`config.mk`:
```
export PLATFORM = sky130hd
export DESIGN_NAME = xnor_sweep_ctrl_flat
export DESIGN_NICKNAME = d
export VERILOG_FILES = /design/src/rtl/xnor_sweep_ctrl_pkg.sv /design/src/rtl/xnor_sweep_ctrl_if.sv /design/src/rtl/xnor_sweep_ctrl_settle_timer.sv /design/src/rtl/xnor_sweep_ctrl.sv /design/src/flat_wrapper.sv
export SDC_FILE = /design/constraint.sdc
export NUM_CORES = 1
export LEC_CHECK = 0
export ABC_CLOCK_PERIOD_IN_PS = 4700
export BUFFER_PORTS_ARGS = -buffer_cell sky130_fd_sc_hd__buf_2
export CAP_MARGIN = 20
export CORE_MARGIN = 2
export CORE_UTILIZATION = 61
export DETAILED_ROUTE_END_ITERATION = 8
export PLACE_DENSITY_LB_ADDON = 0.2
export SYNTH_ARGS = -nofsm -noshare
export SYNTH_HDL_FRONTEND = slang
export SYNTH_HIERARCHICAL = 1
export SYNTH_SLANG_ARGS = --single-unit
```
`constraint.sdc`:
```
create_clock -name clk -period 4.7 [get_ports clk]
set_input_delay 0.47 -clock clk [delete_from_list [all_inputs] [get_ports clk]]
set_output_delay 0.47 -clock clk [all_outputs]
set_load 0.05 [all_outputs]
```
`src/rtl/xnor_sweep_ctrl_pkg.sv`:
```
// xnor_sweep_pkg: shared states, default sizing and XNOR reference for the sweep controller
package xnor_sweep_pkg;
  localparam int N_IN_DEF = 3;
  localparam int SETTLE_DEF = 4;
  typedef logic [1:0] state_t;
  localparam state_t ST_IDLE = 2'd0;
  localparam state_t ST_SETTLE = 2'd1;
  localparam state_t ST_SAMPLE = 2'd2;
  localparam state_t ST_DONE = 2'd3;
  // Zero padding does not change the reduction, so narrower vectors may be widened to 8 bits.
  function automatic logic exp_xnor(input logic [7:0] vec);
    return ~^vec;
  endfunction
endpackage

```
`src/rtl/xnor_sweep_ctrl_if.sv`:
```
// xnor_sweep_if: control, result and datapath signals of the sweep controller
// master: harness side (drives start/abort/dut_f); slave: controller side (drives vector and results)
interface xnor_sweep_if
  import xnor_sweep_pkg::*;
#(
  parameter int N_IN = N_IN_DEF
);
  logic start;
  logic abort;
  logic dut_f;
  logic busy;
  logic done;
  logic res_valid;
  logic pass;
  logic [N_IN-1:0] dut_vec;
  logic [N_IN:0] err_cnt;
  logic [2**N_IN-1:0] fail_map;
  modport master(output start, abort, dut_f, input dut_vec, busy, done, res_valid, pass, err_cnt, fail_map);
  modport slave(input start, abort, dut_f, output dut_vec, busy, done, res_valid, pass, err_cnt, fail_map);
endinterface

```
`src/rtl/xnor_sweep_ctrl_settle_timer.sv`:
```
// settle_timer: loadable 8-bit down-counter with zero flag
// clk/rst_n: clock and async active-low reset; load/load_val: preset; en: count down; zero: count is 0
module settle_timer (
  input  logic       clk,
  input  logic       rst_n,
  input  logic       load,
  input  logic       en,
  input  logic [7:0] load_val,
  output logic       zero
);
  logic [7:0] cnt;
  always_ff @(posedge clk or negedge rst_n)
    if (!rst_n) cnt <= '0;
    else if (load) cnt <= load_val;
    else if (en && cnt != '0) cnt <= cnt - 8'd1;
  assign zero = cnt == '0;
endmodule

```
`src/rtl/xnor_sweep_ctrl.sv`:
```
// xnor_sweep_ctrl: sweeps the XNOR datapath through every input vector and scores its F output
// clk/rst_n: clock and async active-low reset
// bus (slave): start/abort requests, dut_f sample in; dut_vec drive, busy/done/res_valid/pass, err_cnt, fail_map out
module xnor_sweep_ctrl
  import xnor_sweep_pkg::*;
#(
  parameter int N_IN = N_IN_DEF,
  parameter int SETTLE_CYCLES = SETTLE_DEF
) (
  input logic clk,
  input logic rst_n,
  xnor_sweep_if.slave bus
);
  localparam logic [N_IN-1:0] V_ONE = N_IN'(1);
  localparam logic [N_IN:0] E_ONE = (N_IN + 1)'(1);
  state_t st;
  logic [N_IN-1:0] vec;
  logic busy, res_valid, pass, go, next_vec, zero, mis;
  logic [N_IN:0] err_cnt;
  logic [2**N_IN-1:0] fail_map;
  assign go = st == ST_IDLE && bus.start && !bus.abort;
  assign next_vec = st == ST_SAMPLE && vec != '0 && !bus.abort;
  assign mis = bus.dut_f != exp_xnor(8'(vec));
  settle_timer u_timer (
    .clk(clk),
    .rst_n(rst_n),
    .load(go || next_vec),
    .en(st == ST_SETTLE),
    .load_val(8'(SETTLE_CYCLES - 1)),
    .zero(zero)
  );
  // abort outranks every state action; results other than res_valid are left as they were
  always_ff @(posedge clk or negedge rst_n)
    if (!rst_n) begin
      st <= ST_IDLE;
      vec <= '0;
      busy <= 1'b0;
      res_valid <= 1'b0;
      pass <= 1'b0;
      err_cnt <= '0;
      fail_map <= '0;
    end else if (bus.abort && st != ST_IDLE) begin
      st <= ST_IDLE;
      vec <= '0;
      busy <= 1'b0;
      res_valid <= 1'b0;
    end else case (st)
      ST_IDLE: if (go) begin
        st <= ST_SETTLE;
        vec <= '1;
        busy <= 1'b1;
        err_cnt <= '0;
        fail_map <= '0;
        res_valid <= 1'b0;
        pass <= 1'b0;
      end
      ST_SETTLE: if (zero) st <= ST_SAMPLE;
      ST_SAMPLE: begin
        if (mis) begin
          err_cnt <= err_cnt + E_ONE;
          fail_map[vec] <= 1'b1;
        end
        if (vec == '0) begin
          st <= ST_DONE;
          busy <= 1'b0;
        end else begin
          vec <= vec - V_ONE;
          st <= ST_SETTLE;
        end
      end
      default: begin
        st <= ST_IDLE;
        res_valid <= 1'b1;
        pass <= err_cnt == '0;
      end
    endcase
  assign bus.dut_vec = vec;
  assign bus.busy = busy;
  assign bus.done = st == ST_DONE;
  assign bus.res_valid = res_valid;
  assign bus.pass = pass;
  assign bus.err_cnt = err_cnt;
  assign bus.fail_map = fail_map;
endmodule

```
`src/flat_wrapper.sv`:
```
// flat-port wrapper written by rule: the top's interface ports become plain ports
module xnor_sweep_ctrl_flat import xnor_sweep_pkg::*;
#(
  parameter int N_IN = N_IN_DEF,
  parameter int SETTLE_CYCLES = SETTLE_DEF
)
  (clk, rst_n, bus_start, bus_abort, bus_dut_f, bus_dut_vec, bus_busy, bus_done, bus_res_valid, bus_pass, bus_err_cnt, bus_fail_map);
  xnor_sweep_if #(.N_IN(N_IN)) bus_i ();
  input logic clk;
  input logic rst_n;
  input wire logic [$bits(bus_i.start)-1:0] bus_start;
  input wire logic [$bits(bus_i.abort)-1:0] bus_abort;
  input wire logic [$bits(bus_i.dut_f)-1:0] bus_dut_f;
  output wire logic [$bits(bus_i.dut_vec)-1:0] bus_dut_vec;
  output wire logic [$bits(bus_i.busy)-1:0] bus_busy;
  output wire logic [$bits(bus_i.done)-1:0] bus_done;
  output wire logic [$bits(bus_i.res_valid)-1:0] bus_res_valid;
  output wire logic [$bits(bus_i.pass)-1:0] bus_pass;
  output wire logic [$bits(bus_i.err_cnt)-1:0] bus_err_cnt;
  output wire logic [$bits(bus_i.fail_map)-1:0] bus_fail_map;
  assign bus_i.start = bus_start;
  assign bus_i.abort = bus_abort;
  assign bus_i.dut_f = bus_dut_f;
  assign bus_dut_vec = bus_i.dut_vec;
  assign bus_busy = bus_i.busy;
  assign bus_done = bus_i.done;
  assign bus_res_valid = bus_i.res_valid;
  assign bus_pass = bus_i.pass;
  assign bus_err_cnt = bus_i.err_cnt;
  assign bus_fail_map = bus_i.fail_map;
  xnor_sweep_ctrl #(.N_IN(N_IN), .SETTLE_CYCLES(SETTLE_CYCLES)) u_core (.clk(clk), .rst_n(rst_n), .bus(bus_i));
endmodule
```
==> results of run 1 <==
## power by group
group / total [µW] / internal, µW / switching, µW / leakage (µW)
Clock: 160 / 86.3 / 74.1 / 0.0000279
Combinational: 822 / 273 / 550 / 0.000509
Sequential: 452 / 340 / 112 / 0.000355
## layout make-up
| type | instances | area share [%] |
|---|---|---|
| Multi-Input combinational cell | 141 | 49.5 |
| Sequential cell | 28 | 36.9 |
| Timing Repair Buffer | 24 | 6.45 |
| Inverter | 12 | 2.37 |
| Tap cell | 31 | 2.04 |
| Clock inverter | 1 | 1.58 |
| Clock buffer | 3 | 1.18 |
## state kept, by name, summed over array words and instances, names as in the netlist
| name | flops |
|---|---|
| u_core/bus.busy | 1 |
| u_core/bus.dut_vec | 3 |
| u_core/bus.err_cnt | 4 |
| u_core/bus.fail_map | 8 |
| u_core/bus.pass | 1 |
| u_core/bus.res_valid | 1 |
| u_core/st | 2 |
| u_core/u_timer/cnt | 8 |
## cells in the mapped netlist (2+ instances only)
cell,instances
a21oi_1,13
a221o_1,2
a31oi_1,6
a41oi_1,5
buf_2,2
clkbuf_1,5
conb_1,2
dfrtp_1,28
ha_1,11
inv_1,11
mux2i_1,2
nand2_1,12
nand2b_1,4
nand3_1,8
nand4_1,3
nor2_1,19
nor2b_1,4
nor3_1,5
nor3b_1,4
o211ai_1,2
o21ai_0,6
o31ai_1,2
or4_1,3
## worst min-delay path by stage
stage,endpoint,slack (ns),cells past startpoint
2_1_floorplan,u_core/bus.busy$_DFFE_PN0P_,0.17,0
3_3_place_gp,u_core/bus.fail_map[1]$_DFFE_PN0P_,0.48,2
3_5_place_dp,u_core/bus.fail_map[0]$_DFFE_PN0P_,0.49,2
4_1_cts,u_core/bus.pass$_DFFE_PN0P_,0.13,1
5_1_grt,u_core/bus.err_cnt[3]$_DFFE_PN0P_,0.16,1
6_report,u_core/bus.pass$_DFFE_PN0P_,0.13,1
## layer usage
metal	GRT usage, %	vias to the layer above
met5	0	-
met4	13.0	0
met3	3.40	14
met2	43.2	49
met1	28.8	748
li1	-	719
## worst max-delay path: cells and delay by family, from the launching register on
family | cells | cell delay, ns
AND/OR/NAND/NOR | 3 | 0.86
AO/OA/AOI/OAI | 1 | 0.65
flip-flops | 1 | 0.47
adder cells (fa/ha/maj) | 1 | 0.43
buffers and inverters | 1 | 0.14
## cells by family after synthesis
logic type / synth area share (%)
compound gates: 21.1
xor+xnor: 1.39
fa+ha+maj: 8.05
buf+inv: 5.27
flops: 41.0
mux: 1.83
other cells: 0.439
simple gates: 20.9
## through the flow
stage,cells,instance area [µm²]
global route,240,1900
global placement,236,1850
CTS,240,1900
finish,240,1900
detailed placement,236,1850
floorplan,190,1730
==> run metrics, run 1 <==
status finished, final reports clean; vias in the first global route roughly 1400; worst slew pin tran ~0.68 ns; critical path type flop to flop; I/O pins 24; num rows 19; Final Hold Viols 0; slowest CP cell a221oi_4; max frequency between 0.3 and 0.4 GHz; first-iteration detailed-routing DRC count a little under 70; Max IR drop VDD 0.623 mV; # setup viols final 0; vias 1530; IO Port Bufs 23; leak pwr ~0.0009 µW; Worst Path Max Fanout 16; TritonCTS clock tree yes; routed len/inst between 15 and 20 µm; FF-to-FF End u_core/bus.fail_map[1]$_DFFE_PN0P_; Synth area leaders dfrtp_1, ha_1, nor2_1; worst reg2reg setup slack 2.02 ns; Seq. cell area about 700 µm²; Relative slew margins roughly 55%; YS warnings 6; setup bufs post-CTS 0; Initial Util a little over three fifths; minimum clock period around 2.7 ns; P per Cell Area 755 nW/µm²; Crit. Startpoint u_core/st[0]$_DFFE_PN0P_; post-synth top area share ~40%; biggest area consumer among synthesized cells dfrtp_1; largest net degree at the start of global routing 29; Power Total roughly 1400 µW; Cells after Synth 184; final design utilization a little over two thirds; post-CTS sizing 0; clk_skew 0.00199 ns; area of the multi-input gates 941 µm²; Synth Register Bits 28; CP endpoint u_core/bus.fail_map[1]$_DFFE_PN0P_; Reg clk slew, reported paths roughly 0.16 ns; Remaining Overflow, GRT 0; max layer used met4; maxcap violations 0; Pre-Repair DR Iteration Count 4; Sink Count 28; Synth-to-Final Area Change 11.2%; final hold slack between 0.1 and 0.15 ns; most frequent cells in the layout dfrtp_1, buf_2, nor2_1; Post-Synthesis Cell Area 1710 µm²; Critical Path End Type flop; crit-path max cell delay 0.65 ns; worst flop-to-flop path startpoint u_core/st[0]$_DFFE_PN0P_; met2 WL between 1.5 and 2 mm; first-pass GRT wire length 6.20 mm; CP startpoint kind flop; Die Y 56.9 µm; Routed WL between 3 and 4 mm; TritonCTS Buffers 3; Die Width about 57 µm; core area approximately 2700 µm²; drt drc 0; Synth Area per Inst 9.29 µm²; CP required 4.91 ns; pre-CTS WS 2.17 ns; hold-fix buffers at CTS 0; Final Slew Violations 0; die area 3240 µm²; Skew-Pair Late Insertion Delay 0.33 ns; nets@finish around 230; Hold Crit Class primary input to async pin; Antenna Cells 0; library cells used by synthesis 48; hpwl dp around 2.7 mm; Max clock buf depth 2; Tot GR Track Use 24.5%; ratio of cells with drive above 1 in the final layout 15.8%; Post-synth EDFFs 0; met3 WL post-DR 166 µm; GPL Wtd Cong between 0.9 and 1; commonest non-fill, non-tap cell in the layout dfrtp_1; antenna viol nets, final 0; via-per-instance ratio 6.38; worst setup margin 2.02 ns; Crit path arrival time approximately 2.9 ns; Async S/R FF share, synth 100%; Seq/Total Area, Yosys around two fifths; Root Buffer Master clkbuf_4; Main synth FF type dfrtp_1; RSZ-0062 raised after global routing false; number of cells on the worst reg-to-reg path 6; initial antenna violation count 0; critical-path cell list inv_1 -> ha_1 -> nand2_1 -> a221oi_4 -> nor2b_1 -> nor2_1; final setup TNS 0 ns; # fillers 209; Post-Route M1 WL 1.59 mm; Final period util approximately 57%; htree depth 1
Note: power is estimated with default switching activity, not from simulation.
==> run 2: changes to the inputs <==
--- a/config.mk
+++ b/config.mk
@@ -5,11 +5,11 @@
 export SDC_FILE = /design/constraint.sdc
 export NUM_CORES = 1
 export LEC_CHECK = 0
-export ABC_CLOCK_PERIOD_IN_PS = 4700
+export ABC_CLOCK_PERIOD_IN_PS = 2600
 export BUFFER_PORTS_ARGS = -buffer_cell sky130_fd_sc_hd__buf_2
 export CAP_MARGIN = 20
 export CORE_MARGIN = 2
-export CORE_UTILIZATION = 61
+export CORE_UTILIZATION = 56
 export DETAILED_ROUTE_END_ITERATION = 8
 export PLACE_DENSITY_LB_ADDON = 0.2
 export SYNTH_ARGS = -nofsm -noshare
==> constraint.sdc (replaced) <==
create_clock -name clk -period 2.6 [get_ports clk]
set_input_delay 0.26 -clock clk [delete_from_list [all_inputs] [get_ports clk]]
set_output_delay 0.26 -clock clk [all_outputs]
set_load 0.05 [all_outputs]
==> run 2 against run 1 <==
Clock skew rose by 0.00064 ns. Register-to-register slack got worse by 1.6 ns. Final cell count rose by 2.1%.
==> run metrics, run 2 (same netlist as run 1, synthesis figures left out) <==
status finished, final reports clean; Max clock buf depth 2 (unchanged); leak pwr 0.000907 µW (+1.6%); Clock power frac 11.0% (-0.2 points); nets@finish 229 (+1.3%); core area 2980 µm² (+9.9%); most frequent cells in the layout dfrtp_1, buf_2, nor2_1; largest net degree at the start of global routing 29 (unchanged); Post-Route M1 WL 1.49 mm (-6.2%); Routed WL 3.63 mm (-3.9%); Sink Count 28 (unchanged); pre-CTS WS 0.451 ns (-1.72 ns); max layer used met4; Final period util 85.7% (+29 points); IO Port Bufs 23 (unchanged); Pint 1280 µW (+83%); Root Buffer Master clkbuf_4; Worst Path Max Fanout 10 (-6); ratio of cells with drive above 1 in the final layout 16.5% (+0.72 points); die area 3510 µm² (+8.3%); maxcap violations 0 (unchanged); P per Cell Area 1340 nW/µm² (+78%); minimum clock period 2.23 ns (-0.456 ns); worst setup margin 0.373 ns (-1.64 ns); Pre-Repair DR Iteration Count 4 (unchanged); commonest non-fill, non-tap cell in the layout dfrtp_1; share of power burned in registers 31.4% (about the same); Max IR drop VDD 0.642 mV (+3.1%); TritonCTS clock tree yes; Net Sw Frac 50.6% (-0.66 points); met3 WL post-DR 158 µm (-4.8%); num rows 20 (+1); # setup viols final 0 (unchanged); antenna viol nets, final 0 (unchanged); number of cells on the worst reg-to-reg path 8 (+2); critical path type flop to flop; Initial Util 57.4% (-5.7 points); final setup TNS 0 ns (unchanged); via-per-instance ratio 5.97 (-6.4%); CP startpoint kind flop; htree depth 1 (unchanged); worst slew pin tran 0.666 ns (-0.00918 ns); Relative slew margins 55.2% (+0.62 points); clk_skew 0.00264 ns (+0.000644 ns); routed len/inst 14.8 µm (-5.9%); first-iteration detailed-routing DRC count 124 (+80%); met2 WL 1.96 mm (+2.6%); Skew-Pair Late Insertion Delay 0.32 ns (about the same); I/O pins 24 (unchanged); Antenna Cells 0 (unchanged); first-pass GRT wire length 6.11 mm (-1.5%); CP required 2.83 ns (-2.08 ns); Die Width 59.2 µm (+4.1%); Die Y 59.2 µm (+4.1%); Critical Path End Type flop; drt drc 0 (unchanged); Switching Power 1310 µW (+78%); vias 1462 (-4.4%); TritonCTS Buffers 3 (unchanged); Reg clk slew, reported paths 0.15 ns (about the same); max frequency 0.449 GHz (+20%); Remaining Overflow, GRT 0 (unchanged); Tot GR Track Use 22.6% (-1.9 points); Synth-to-Final Area Change 12.8%; Min-Delay Path Depth 2; share of total power in combinational logic 57.6% (+0.3 points); RSZ-0062 raised after global routing false; Final Slew Violations 0 (unchanged); vias in the first global route 1406 (-2.9%); hpwl dp 2.68 mm (-1.4%); Hold Crit Class primary input to flop; initial antenna violation count 0 (unchanged); GPL Wtd Cong 0.844 (-8.9%); Final Hold Viols 0 (unchanged); largest registers u_core/bus.fail_map: 8 flops, u_core/u_timer/cnt: 8 flops, u_core/bus.err_cnt: 4 flops; Crit path arrival time 2.45 ns (-0.44 ns)
-- run 2: cell count changes in the layout (fill, tap and decap cells not counted) --
cell and change:
buf_4 +2, dlygate4sd3_1 +1
-- run 2: final timing paths --
path	start	end	slack [ns]
hold reg to reg	u_core/bus.fail_map[0]$_DFFE_PN0P_	u_core/bus.fail_map[0]$_DFFE_PN0P_	0.52
min in group asynchronous	rst_n	u_core/bus.fail_map[1]$_DFFE_PN0P_	0.48
setup reg to reg	u_core/bus.dut_vec[0]$_DFFE_PN0P_	u_core/u_timer/cnt[7]$_DFFE_PN0P_	0.37
hold / removal	bus_start	u_core/bus.fail_map[5]$_DFFE_PN0P_	0.20
max in group asynchronous	rst_n	u_core/u_timer/cnt[2]$_DFFE_PN0P_	1.72
setup / recovery	u_core/bus.dut_vec[0]$_DFFE_PN0P_	u_core/u_timer/cnt[7]$_DFFE_PN0P_	0.37
-- run 2: final cells by class --
cell class / count / area [µm²]
Tap cell: 33 / 41.3
Clock inverter: 1 / 30.0
Sequential cell: 28 / 701
Inverter: 12 / 45.0
Timing Repair Buffer: 27 / 148
Clock buffer: 3 / 22.5
Multi-Input combinational cell: 141 / 941
Fill cell: 254 / 1050
-- run 2: per-stage QoR --
stage          instance area (µm²)  hold WS [ns]  util [%]  power, µW  std cells
4_1_cts                       1930         0.196      64.7       2600        245
3_5_place_dp                  1870         0.313      62.6       2310        240
5_1_grt                       1930         0.209      64.7       2790        245
3_3_place_gp                  1870         0.313      62.6       2250        240
2_1_floorplan                 1730       -0.0356         -       1970        190
6_report                      1930         0.204      64.7       2590        245
-- run 2: critical path: stages (launching register included) --
cell and delay, ns:
dfrtp_1 0.50, inv_1 0.16, ha_1 0.26, nand2b_1 0.11
nand2_1 0.07, a21oi_1 0.23, clkinv_1 0.29, o311a_1 0.23
a221o_1 0.26
-- run 2: metal layers --
| metal | GRT usage, % | up-vias |
|---|---|---|
| met5 | 0 | - |
| met2 | 39.4 | 49 |
| li1 | - | 724 |
| met1 | 28.7 | 687 |
| met4 | 7.79 | 0 |
| met3 | 2.40 | 2 |
-- run 2: power by group through the flow --
| stage | clock (µW) | combinational [µW] | sequential, µW |
|---|---|---|---|
| final | 284 | 1490 | 814 |
| after global routing | 304 | 1640 | 848 |
| after CTS | 294 | 1490 | 815 |
| after detailed placement | 0 | 1490 | 824 |
| after global placement | 0 | 1440 | 812 |
| after floorplan | 0 | 846 | 1120 |
-- run 2: repair_timing --
action | in CTS | in global routing
setup buffers | 0 | 0
hold endpoints to repair | 28 | 0
hold buffers | 1 | 0
endpoints found under the setup margin | 0 | 0
gates resized for setup | 0 | 0
==> run 3: changes to the inputs <==
--- a/config.mk
+++ b/config.mk
@@ -8,9 +8,11 @@
 export ABC_CLOCK_PERIOD_IN_PS = 2600
 export BUFFER_PORTS_ARGS = -buffer_cell sky130_fd_sc_hd__buf_2
 export CAP_MARGIN = 20
+export CORE_ASPECT_RATIO = 0.75
 export CORE_MARGIN = 2
 export CORE_UTILIZATION = 56
 export DETAILED_ROUTE_END_ITERATION = 8
+export GPL_TIMING_DRIVEN = 0
 export PLACE_DENSITY_LB_ADDON = 0.2
 export SYNTH_ARGS = -nofsm -noshare
 export SYNTH_HDL_FRONTEND = slang
==> run 3 against run 2 <==
Maximum frequency shrank 4.7%. Highest routed layer unchanged. Via count grew 2.9%. Worst setup slack lost 0.11 ns. Non-clock buffer count grew 5. Wire length grew 2.7%. Clock power grew 22%. Cell area grew 2.3%. Combinational power is essentially flat. Final cell count grew 4.1%. Sequential share of layout area shrank 0.81 points. Die area grew 0.13%. Largest cell class unchanged.
==> run metrics, run 3 (same netlist as run 1, synthesis figures left out) <==
Die Y 51.8 µm (-12%); Worst Path Max Fanout 10 (unchanged); most frequent cells in the layout dfrtp_1, buf_2, nor2_1; Antenna Cells 0 (unchanged); WHS Endpoint u_core/bus.fail_map[5]$_DFFE_PN0P_; setup bufs post-CTS 0 (unchanged); Clock power frac 13.0% (+2.0 points); share of total power in combinational logic 56.8% (-0.8 points); crit-path max cell delay 0.54 ns (+0.04 ns); vias in the first global route 1352 (-3.8%); first-iteration detailed-routing DRC count 74 (-40%); Finished Layout Cells 255 (+4.1%); worst flop-to-flop path startpoint u_core/bus.dut_vec[0]$_DFFE_PN0P_; core area 2940 µm² (-1.4%); Net Sw Frac 50.1% (-0.55 points); via-per-instance ratio 5.90 (-1.2%); final hold slack 0.263 ns (+0.0588 ns); M1 GR Usage 33.5% (+4.7 points); RSZ-0062 raised after global routing false; Crit path arrival time 2.51 ns (+0.06 ns); Final Hold Viols 0 (unchanged); maxcap violations 0 (unchanged); Routed WL 3.73 mm (+2.7%); post-route cell area 1970 µm² (+2.3%); commonest non-fill, non-tap cell in the layout dfrtp_1; M2 GR Usage 37.4% (-2.0 points); Switching Power 1330 µW (+1.7%); GPL Wtd Cong 0.799 (-5.3%); Relative slew margins 55.1% (-0.12 points); Die Width 67.8 µm (+14%); initial antenna violation count 0 (unchanged); met3 Use GR 5.19% (+2.8 points); TritonCTS clock tree yes; Hold Crit Class primary input to flop; Crit. Startpoint u_core/bus.dut_vec[0]$_DFFE_PN0P_; Min-Delay Path Depth 2 (unchanged); num rows 17 (-15%); Pre-Repair DR Iteration Count 4 (unchanged); Skew-Pair Late Insertion Delay 0.28 ns (-0.04 ns); hpwl dp 2.76 mm (+2.7%); Reg clk slew, reported paths 0.10 ns (-0.05 ns); dpl cells 250 (+4.2%); worst reg2reg setup slack 0.26 ns (-0.11 ns); nets@finish 234 (+2.2%); critical path type flop to flop; first-pass GRT wire length 6.29 mm (+2.9%); FF-to-FF End u_core/bus.err_cnt[3]$_DFFE_PN0P_; Cell Area, Placed 1890 µm² (+1.3%); final setup TNS 0 ns (unchanged); vias 1504 (+2.9%); Max IR drop VDD 0.633 mV (-1.5%); max frequency 0.428 GHz (-4.7%); drt drc 0 (unchanged); Final Slew Violations 0 (unchanged); Remaining Overflow, GRT 0 (unchanged); busiest layer in global routing met2; I/O pins 24 (unchanged); die area 3510 µm² (+0.13%); Root Buffer Master clkbuf_8; largest net degree at the start of global routing 29 (unchanged); Tot GR Track Use 24.2% (+1.7 points); worst slew pin tran 0.668 ns (+0.00185 ns); slowest CP cell dfrtp_1; number of cells on the worst reg-to-reg path 7 (-1); routed len/inst 14.6 µm (-1.4%); minimum clock period 2.34 ns (+0.109 ns); # fillers 240 (-5.5%); Sink Count 28 (unchanged); min-delay src bus_start; CP delay by family, top flip-flops; TritonCTS Buffers 3 (unchanged); Pint 1330 µW (+4.0%); CP startpoint kind flop; P per Cell Area 1350 nW/µm² (+0.57%); leak pwr 0.000924 µW (+1.9%); htree depth 1 (unchanged); critical-path cell list inv_1 -> ha_1 -> xor3_1 -> a221oi_4 -> buf_6 -> mux2i_1 -> nand2_1; status finished, final reports clean; # setup viols final 0 (unchanged); Initial Util 58.2% (+0.83 points); CP required 2.78 ns (-0.05 ns); Max clock buf depth 2 (unchanged); Critical Path End Type flop; ratio of cells with drive above 1 in the final layout 17.1% (+0.54 points); largest registers u_core/bus.fail_map: 8 flops, u_core/u_timer/cnt: 8 flops, u_core/bus.err_cnt: 4 flops; Final period util 89.9% (+4.2 points); Crit path buffers/inverters 2 (unchanged); IO Port Bufs 22 (-4.3%); clk_skew 0.00608 ns (+0.00345 ns); antenna viol nets, final 0 (unchanged); Synth-to-Final Area Change 15.4%; share of power burned in registers 30.2% (-1.2 points)
## run 3: changes by cell type in the layout (fill, tap and decap cells not counted)
| cell | before | now |
|---|---|---|
| inv_2 | 0 | 1 |
| buf_4 | 3 | 0 |
| clkbuf_4 | 3 | 0 |
| clkinv_1 | 1 | 0 |
| clkbuf_2 | 0 | 2 |
| clkbuf_8 | 0 | 3 |
| clkbuf_1 | 0 | 4 |
| buf_6 | 0 | 1 |
| buf_2 | 23 | 24 |
## run 3: layout make-up
type	count	area (µm²)	area share [%]
multi-input combinational	141	941	47.7
tap	38	47.5	2.41
sequential	28	701	35.5
timing repair buffer	23	120	6.09
buffer	9	46.3	2.35
clock buffer	3	41.3	2.09
inverter	12	45.0	2.28
clock inverter	1	30.0	1.52
## run 3: metal layers
| layer | vias up | routed length, µm | share of wire [%] |
|---|---|---|---|
| li1 | 734 | - | - |
| met1 | 716 | 1830 | 49 |
| met2 | 50 | 1660 | 45 |
| met3 | 4 | 192 | 5.2 |
| met4 | 0 | 42 | 1.1 |
| met5 | - | 0 | 0 |
## run 3: power by group through the flow
stage	sequential, µW	clock, µW	combinational [µW]
2_1_floorplan	1120	0	846
3_3_place_gp	794	0	1460
3_5_place_dp	807	0	1500
4_1_cts	797	362	1510
5_1_grt	835	374	1670
6_report	804	346	1510
## run 3: worst max path at each step
stage,slack (ns),to,cells after the start
floorplan,0.24,u_core/u_timer/cnt[7]$_DFFE_PN0P_,8
global placement,0.24,u_core/u_timer/cnt[7]$_DFFE_PN0P_,8
detailed placement,0.14,u_core/u_timer/cnt[7]$_DFFE_PN0P_,8
CTS,0.12,u_core/u_timer/cnt[7]$_DFFE_PN0P_,8
global route,0.08,u_core/u_timer/cnt[0]$_DFFE_PN0P_,9
finish,0.26,u_core/bus.err_cnt[3]$_DFFE_PN0P_,7
## run 3: stage by stage
stage               utilization (%)  total power, µW  setup slack, ns
floorplan                         -             1970            0.236
global placement               64.4             2250            0.239
detailed placement             64.4             2310            0.144
CTS                            67.1             2670            0.124
global route                   67.2             2880           0.0766
finish                         67.2             2670            0.264
## run 3: what timing repair did
item | in CTS | in global routing
gates resized for setup | 0 | 3
endpoints found under the hold margin | 6 | 0
hold buffers | 1 | 0
endpoints found under the setup margin | 0 | 4
